## src/rtl/hevc_interp_pkg.sv

```systemverilog
// Shared constants for the HEVC luma interpolation pipe: phase/mode codes,
// the 8-tap coefficient table and the accumulator width rule.
package hevc_interp_pkg;

  localparam logic [1:0] PH_FULL = 2'd0;
  localparam logic [1:0] PH_Q    = 2'd1;
  localparam logic [1:0] PH_H    = 2'd2;
  localparam logic [1:0] PH_3Q   = 2'd3;

  localparam logic MODE_FINAL = 1'b0;
  localparam logic MODE_INT   = 1'b1;

  // 8 bits wide so the full-pel centre tap of +64 is representable as signed.
  localparam int COEF_W = 8;
  typedef logic signed [COEF_W-1:0] coef_t;

  localparam coef_t COEF_TBL [4][8] = '{
    '{ 8'sd0,  8'sd0,  8'sd0,   8'sd64, 8'sd0,  8'sd0,   8'sd0,  8'sd0 },
    '{-8'sd1,  8'sd4, -8'sd10,  8'sd58, 8'sd17, -8'sd5,  8'sd1,  8'sd0 },
    '{-8'sd1,  8'sd4, -8'sd11,  8'sd40, 8'sd40, -8'sd11, 8'sd4, -8'sd1 },
    '{ 8'sd0,  8'sd1, -8'sd5,   8'sd17, 8'sd58, -8'sd10, 8'sd4, -8'sd1 }
  };

  function automatic int sum_w(input int bit_depth);
    return bit_depth + 8;
  endfunction

endpackage

```

## src/rtl/hevc_round_clip.sv

```systemverilog
// Stage-3 post-processing: round+clip to a pixel (final) or shift+saturate
// to a signed intermediate for the second pass of a separable filter.
module hevc_round_clip
  import hevc_interp_pkg::*;
#(
  parameter int BIT_DEPTH = 8,
  parameter int INT_W     = 16,
  parameter int SUM_W     = BIT_DEPTH + 8
) (
  input  logic signed [SUM_W-1:0] sum_i,
  input  logic                    mode_i,
  output logic [INT_W-1:0]        res_o
);

  localparam int EXT_W = SUM_W + INT_W;
  localparam logic signed [SUM_W:0]   PIX_MAX = (SUM_W+1)'((1 << BIT_DEPTH) - 1);
  localparam logic signed [EXT_W-1:0] INT_MAX = EXT_W'((64'sd1 <<< (INT_W-1)) - 64'sd1);
  localparam logic signed [EXT_W-1:0] INT_MIN = -INT_MAX - EXT_W'(1);

  logic signed [SUM_W:0]   rnd;
  logic signed [SUM_W-1:0] shr;
  logic signed [EXT_W-1:0] shr_x;
  logic [BIT_DEPTH-1:0]    pix;
  logic [INT_W-1:0]        sat;

  always_comb begin
    // One guard bit keeps the +32 rounding offset from wrapping.
    rnd = ((SUM_W+1)'(sum_i) + (SUM_W+1)'(32)) >>> 6;
    if (rnd[SUM_W])          pix = '0;
    else if (rnd > PIX_MAX)  pix = '1;
    else                     pix = rnd[BIT_DEPTH-1:0];

    shr   = sum_i >>> (BIT_DEPTH - 8);
    shr_x = EXT_W'(shr);
    if (shr_x > INT_MAX)      sat = INT_MAX[INT_W-1:0];
    else if (shr_x < INT_MIN) sat = INT_MIN[INT_W-1:0];
    else                      sat = shr_x[INT_W-1:0];

    res_o = (mode_i == MODE_INT) ? sat : INT_W'(pix);
  end

endmodule

```

## src/rtl/hevc_luma_interp_pipe.sv

```systemverilog
// 8-tap HEVC luma sub-pel filter, 3-stage pipe (products / sum / round-clip)
// with a single global stall enable derived from output backpressure.
module hevc_luma_interp_pipe
  import hevc_interp_pkg::*;
#(
  parameter int BIT_DEPTH = 8,
  parameter int SB_W      = 2,
  parameter int INT_W     = 16
) (
  input  logic                   clock,
  input  logic                   reset,
  input  logic                   in_valid,
  output logic                   in_ready,
  input  logic [8*BIT_DEPTH-1:0] in_pixels,
  input  logic [1:0]             in_phase,
  input  logic                   in_mode,
  input  logic [SB_W-1:0]        in_sb,
  output logic                   out_valid,
  input  logic                   out_ready,
  output logic [INT_W-1:0]       out_pixel,
  output logic [SB_W-1:0]        out_sb
);

  localparam int SUM_W  = sum_w(BIT_DEPTH);
  localparam int STAGES = 3;

  logic                    en;
  logic [STAGES:1]         vld_q;
  logic [7:0][SUM_W-1:0]   prod_d, prod_q;
  logic signed [SUM_W-1:0] sum_d, sum_q;
  logic [INT_W-1:0]        pix_d, pix_q;
  logic                    mode1_q, mode2_q;
  logic [SB_W-1:0]         sb1_q, sb2_q, sb3_q;

  assign en        = !(vld_q[STAGES] && !out_ready);
  assign in_ready  = en;
  assign out_valid = vld_q[STAGES];
  assign out_pixel = pix_q;
  assign out_sb    = sb3_q;

  // Taps are unsigned: zero-extend before the signed multiply.
  for (genvar k = 0; k < 8; k++) begin : g_tap
    logic signed [SUM_W-1:0] px_s, cf_s;
    assign px_s      = SUM_W'(in_pixels[k*BIT_DEPTH +: BIT_DEPTH]);
    assign cf_s      = SUM_W'(COEF_TBL[in_phase][k]);
    assign prod_d[k] = cf_s * px_s;
  end

  always_comb begin
    sum_d = '0;
    for (int k = 0; k < 8; k++) sum_d = sum_d + $signed(prod_q[k]);
  end

  hevc_round_clip #(
    .BIT_DEPTH (BIT_DEPTH),
    .INT_W     (INT_W),
    .SUM_W     (SUM_W)
  ) u_round_clip (
    .sum_i  (sum_q),
    .mode_i (mode2_q),
    .res_o  (pix_d)
  );

  always_ff @(posedge clock or posedge reset) begin
    if (reset) begin
      vld_q   <= '0;
      prod_q  <= '0;
      sum_q   <= '0;
      pix_q   <= '0;
      mode1_q <= MODE_FINAL;
      mode2_q <= MODE_FINAL;
      sb1_q   <= '0;
      sb2_q   <= '0;
      sb3_q   <= '0;
    end else if (en) begin
      vld_q   <= {vld_q[STAGES-1:1], in_valid};
      prod_q  <= prod_d;
      mode1_q <= in_mode;
      sb1_q   <= in_sb;
      sum_q   <= sum_d;
      mode2_q <= mode1_q;
      sb2_q   <= sb1_q;
      pix_q   <= pix_d;
      sb3_q   <= sb2_q;
    end
  end

endmodule

```

## config.mk

```make
export PLATFORM = sky130hd
export DESIGN_NAME = hevc_luma_interp_pipe
export DESIGN_NICKNAME = d
export VERILOG_FILES = /design/src/rtl/hevc_interp_pkg.sv /design/src/rtl/hevc_round_clip.sv /design/src/rtl/hevc_luma_interp_pipe.sv
export SDC_FILE = /design/constraint.sdc
export NUM_CORES = 1
export LEC_CHECK = 0
export ABC_CLOCK_PERIOD_IN_PS = 15790
export CAP_MARGIN = 20
export CORE_MARGIN = 5
export CORE_UTILIZATION = 65
export DETAILED_ROUTE_END_ITERATION = 6
export DONT_BUFFER_PORTS = 1
export GPL_ROUTABILITY_DRIVEN = 0
export HOLD_SLACK_MARGIN = 0.02
export MAX_ROUTING_LAYER = met4
export PLACE_DENSITY = 0.81
export SYNTH_ARGS = -nofsm -noshare
export SYNTH_HDL_FRONTEND = slang
export SYNTH_SLANG_ARGS = --single-unit
```

## constraint.sdc

```tcl
create_clock -name clock -period 15.79 [get_ports clock]
set_clock_uncertainty 0.05 [all_clocks]
set_input_delay 2.3685 -clock clock [delete_from_list [all_inputs] [get_ports clock]]
set_output_delay 2.3685 -clock clock [all_outputs]
set_load 0.02 [all_outputs]
```

==> results.ini, run 1 <==
[outcome]
outcome = finished, final reports clean

[clock_tree]
cts.sinks = 160
postCtsSetupBuffers = 0
clk_path_buf_depth = 2
cts-root-buf = clkbuf_16
cts_tree = yes
worstSkewPairLatency_ps = 440
cts_hold_buf = 0
cts.repair.resized = 0
clk_pin_slew_worst_paths_ps = 70
numCtsBuffers = 17
ctsHtreeMaxLevel = 4

[route]
avgRoutedWirePerCell_um = 17.37
antenna_left = 0
viasPerCell = 5.643
vias = 15050
drc = 0
drt_wl_total_um = 46330
drt-initial-drc-count = 1097
first_pass_iters = 5

[worst_setup_path]
cp-startpoint = in_phase[1]
worst_path_max_delay_cell = fa_1
worstPathRequired_ps = 16030
critPathArrivalTime_ps = 8120
critPathMaxStageDelay_ps = 510
r2r_start = prod_q[2]$_DFFE_PP0N_
worstPathCellList = clkinv_1 > ha_1 > buf_4 > clkinv_1 > nor2_1 > ha_1 > nor2_1 > fa_1 > fa_1 > fa_1 > inv_1 > ha_1 > a211oi_1 > nor2_1 > or4_1 > a41oi_1 > nor2b_1 > xor2_1 > a21oi_1
path_max_fanout = 46
crit_type = primary input to flip-flop
cp-end-kind = flip-flop
start_kind = primary input

[finish]
nNetsFinal = 2882
fin_util_pct = 68.59
fin_cells = 2667
nFillCells = 2387
area_growth_pct = 4.614
antennaDiodeCount = 0
drive_gt1_share_pct = 2.340

[timing]
final.period_utilization_pct = 49.89
slew_viol_final = 0
relSlewSlack_pct = 36.61
max_slew.worst_pin.slew_ps = 950.8
hold_viol = 0
rsz0062_at_grt = no
setup_viol = 0
period_minus_slack_ps = 7878
timing.fmax_ghz = 0.1269
fin_setup_tns_ps = 0
holdWs_ps = 415.5

[logic_synthesis]
synth_flop_cell = dfrtp_1
synth_largest_area_cell = fa_1
synth_cell_types = 52
synthArstFlopShare_pct = 100.0
synth_cells = 2286
avgSynthCellArea_um2 = 9.027
synth_edf_count = 0
synth_top_area_share_pct = 24.64
synthTopCellsByCount = inv_1 (497), ha_1 (303), fa_1 (254)
yosys_warnings = 0
ys_seq_elements = 160
seq_area_frac_synth_pct = 19.40
synthesis.area_um2 = 20640
syn_nets = 2916
ys_top_cells_by_area = fa_1 (25%), dfrtp_1 (19%), ha_1 (18%)
yosysMostFrequentCell = inv_1

[floorplan]
core-area_um2 = 31470
die_h_um = 188.2
die_w_um = 188.2
row_count = 65
dieArea_um2 = 35410
io_pins = 93
start_util_pct = 65.57

[hold_path]
hold_path.startpoint = vld_q[2]$_DFFE_PP0N_
hold_path_class = flip-flop to flip-flop

[place]
dp_hpwl_um = 37360
port_buffers = 0
placedCellCount = 2635

[global_routing]
grt_pass1_wl_um = 78070
grt_usage_pct = 27.88
grt_antenna_before_repair = 0
grt_pass1_vias = 15930
grt_max_degree = 105
grt-ovfl-total = 0

[run]
drv_cap = 0

worst paths after layout:
kind | endpoint | slack (ps) | depth (start not counted)
min reg2reg | vld_q[3]$_DFFE_PP0N_ | 420 | 1
min | vld_q[3]$_DFFE_PP0N_ | 420 | 1
max reg2reg | sum_q[14]$_DFFE_PP0N_ | 10870 | 18
max in group asynchronous | prod_q[25]$_DFFE_PP0N_ | 12410 | 2
min in group asynchronous | prod_q[67]$_DFFE_PP0N_ | 1870 | 1
max | prod_q[13]$_DFFE_PP0N_ | 7910 | 19
stage by stage:
stage,cell area (um2),setup slack [ps]
global placement,20990,7894
global route,21590,7596
finish,21590,7912
detailed placement,20990,7601
CTS,21590,8038
floorplan,20640,8000
critical path, delay by kind of cell:
kind / cells / cell delay, ps
compound gates: 3 / 670
xor+xnor: 1 / 170
fa+ha+maj: 6 / 2380
buf+inv: 4 / 1300
simple gates: 5 / 1190
layout by cell type, fill, tap and decap left out, types with 28 or more instances in the layout:
| cell type | instances |
|---|---|
| fa_1 | 254 |
| o21ai_0 | 95 |
| o21ai_1 | 28 |
| dfrtp_1 | 160 |
| a21oi_1 | 92 |
| inv_1 | 495 |
| xnor2_1 | 54 |
| ha_1 | 303 |
| o21a_1 | 28 |
| and2_1 | 149 |
| xor2_1 | 45 |
| nor2_1 | 128 |
| nand2_1 | 190 |
layer usage:
metal | vias to the layer above | track usage (%) | wire length [um]
met2 | 367 | 47.35 | 23460
met3 | 115 | 3.927 | 2203
met5 | - | - | 0
met1 | 7497 | 34.41 | 18870
li1 | 7070 | - | -
met4 | 0 | 9.825 | 1797
registers in the layout, indices dropped and copies added, names as in the netlist:
name,cells
mode1_q,1
mode2_q,1
out_pixel,16
out_sb,2
prod_q,117
sb1_q,2
sb2_q,2
sum_q,16
vld_q,3
cell families after synthesis:
group                      Yosys count  share of synthesized area (%)
xor gates and xnor gates            99                          4.202
AOI/OAI and AO/OA                  338                          9.925
buffers and inverters              561                          10.21
DFF                                160                          19.40
and+or+nand+nor                    570                          13.20
adders and majority gates          558                          43.06
layout make-up:
class | count | area (um2) | area share (%)
well taps | 402 | 503.0 | 2.330
multi-input cells | 1565 | 14530 | 67.32
clock inverters | 15 | 176.4 | 0.8172
flip-flops and latches | 160 | 4004 | 18.55
inverters | 500 | 1887 | 8.740
repair buffers | 8 | 60.06 | 0.2782
clock buffers | 17 | 425.4 | 1.971
Power of run 1 is left out: the tool's default activity adds up to more than one toggle a clock period on the data nets, which glitch-free logic cannot reach.
==> inputs of run 2 (changes only) <==
- ABC_CLOCK_PERIOD_IN_PS: 15790 -> 8250
- clock period: 15.79 -> 8.25 ns (I/O delays scaled with it)
==> run 2 against run 1 <==
  * Non-clock buffer count is 1 higher
  * Wire length is 0.19% lower
  * Hold slack better by 8.8 ps
  * Critical path type unchanged
  * Highest routed layer unchanged
==> results.ini, run 2 (synthesis results as in run 1) <==
[global_routing]
grt_antenna_before_repair = 1
grt_pass1_vias = 15540
grtUsageMet2_pct = 46.69
grtUsageMet1_pct = 35.01
top_usage_layer = met2
grt_usage_pct = 27.99
grt-ovfl-total = 0
grt_pass1_wl_um = 78160
grt_max_degree = 104
grt_use_met3_pct = 4.150

[floorplan]
core-area_um2 = 31470
io_pins = 93
row_count = 65
start_util_pct = 65.57
dieArea_um2 = 35410
die_w_um = 188.2
die_h_um = 188.2

[finish]
final_cell_mix = inv_1 (495), ha_1 (303), fa_1 (254), nand2_1 (190), dfrtp_1 (160)
drive_gt1_share_pct = 2.383
fin_cells = 2672
nFillCells = 2347
design_area_um2 = 21630
regMostFlops = prod_q
nNetsFinal = 2883
final_common_cell = inv_1
largest_register_ff_count = 117
multi_input_area_um2 = 14530
ff_latch_area_um2 = 4004
area_growth_pct = 4.808

[worst_setup_path]
critPathMaxStageDelay_ps = 810
crit_type = primary input to flip-flop
path_max_fanout = 43
cp-startpoint = in_phase[1]
start_kind = primary input
r2r-end = sum_q[13]$_DFFE_PP0N_
worst-path-buf-inv = 4
r2r_slack_ps = 3390
r2r_start = prod_q[51]$_DFFE_PP0N_
worstPathRequired_ps = 8500
critical-path-top-delay-family = adder cells
worstPathCellList = clkinv_1 > buf_4 > ha_1 > clkinv_1 > nor2_1 > ha_1 > nor2_1 > fa_1 > fa_1 > fa_1 > inv_1 > ha_1 > o21ai_1 > nor2_1 > or4_1 > a41oi_1 > nor2b_1 > xor2_1 > a21oi_1
worst_path_max_delay_cell = ha_1
critPathArrivalTime_ps = 6670
cp-end-kind = flip-flop
r2r_cells = 16

[clock_tree]
cts-root-buf = clkbuf_16
ctsHtreeMaxLevel = 4
worstSkewPairLatency_ps = 450
cts.repair.resized = 0
clk_pin_slew_worst_paths_ps = 70
cts.sinks = 160
numCtsBuffers = 17
cts_hold_buf = 0
clk_path_buf_depth = 2
postCtsSetupBuffers = 0
cts_tree = yes

[place]
dp_hpwl_um = 37680
port_buffers = 0
placedCellCount = 2636
placed_area_um2 = 21010

[timing]
setup_viol = 0
max_slew.worst_pin.slew_ps = 974.0
timing.fmax_ghz = 0.1557
slew_viol_final = 0
hold_viol = 0
period_minus_slack_ps = 6424
relSlewSlack_pct = 34.93
fin_setup_tns_ps = 0
final.period_utilization_pct = 77.86
rsz0062_at_grt = no

[route]
vias = 15030
first_pass_iters = 5
drt_wl_total_um = 46250
avgRoutedWirePerCell_um = 17.31
viasPerCell = 5.626
antenna_left = 0
drc = 0
drt-initial-drc-count = 1089

[hold_path]
min_to = sb2_q[0]$_DFFE_PP0N_
hold_path_class = flip-flop to flip-flop
hold_path.startpoint = sb2_q[0]$_DFFE_PP0N_
whs_path_depth = 2

[outcome]
outcome = finished, final reports clean

[run]
drv_cap = 0

[run 2: routing by layer]
metal | wire (um) | part of all wire (%)
met1 | 18860 | 41
met2 | 23150 | 50
met3 | 2464 | 5.3
met4 | 1778 | 3.8
met5 | 0 | 0
[run 2: final cells by class]
| class | count | area share, % |
|---|---|---|
| multi-input combinational | 1565 | 67.19 |
| antenna | 4 | 0.04628 |
| sequential | 160 | 18.51 |
| inverter | 500 | 8.724 |
| timing repair buffer | 9 | 0.3702 |
| clock inverter | 15 | 0.8620 |
| tap | 402 | 2.326 |
| clock buffer | 17 | 1.967 |
[run 2: worst max-delay path by stage]
| stage | to | slack, ps | cells after the start |
|---|---|---|---|
| after floorplan | prod_q[13]$_DFFE_PP0N_ | 1590 | 23 |
| after global placement | prod_q[13]$_DFFE_PP0N_ | 1630 | 19 |
| after detailed placement | prod_q[13]$_DFFE_PP0N_ | 1450 | 19 |
| after CTS | prod_q[13]$_DFFE_PP0N_ | 1910 | 19 |
| after global routing | prod_q[13]$_DFFE_PP0N_ | 1500 | 19 |
| final | prod_q[13]$_DFFE_PP0N_ | 1830 | 19 |
[run 2: per-stage QoR]
stage          utilization [%]  hold WS, ps  setup WS, ps
2_1_floorplan                -        380.0          1591
3_3_place_gp             66.74        398.5          1635
3_5_place_dp             66.74        410.8          1446
4_1_cts                  68.69        427.6          1909
5_1_grt                  68.72        452.2          1502
6_report                 68.72        424.3          1826
[run 2: tightest hold or removal path, cell delays in order, from the launching register on]
cell,delay (ps)
dfrtp_1,350
nand2_1,50
nand2_1,50
Power of run 2 is left out for the same reason.
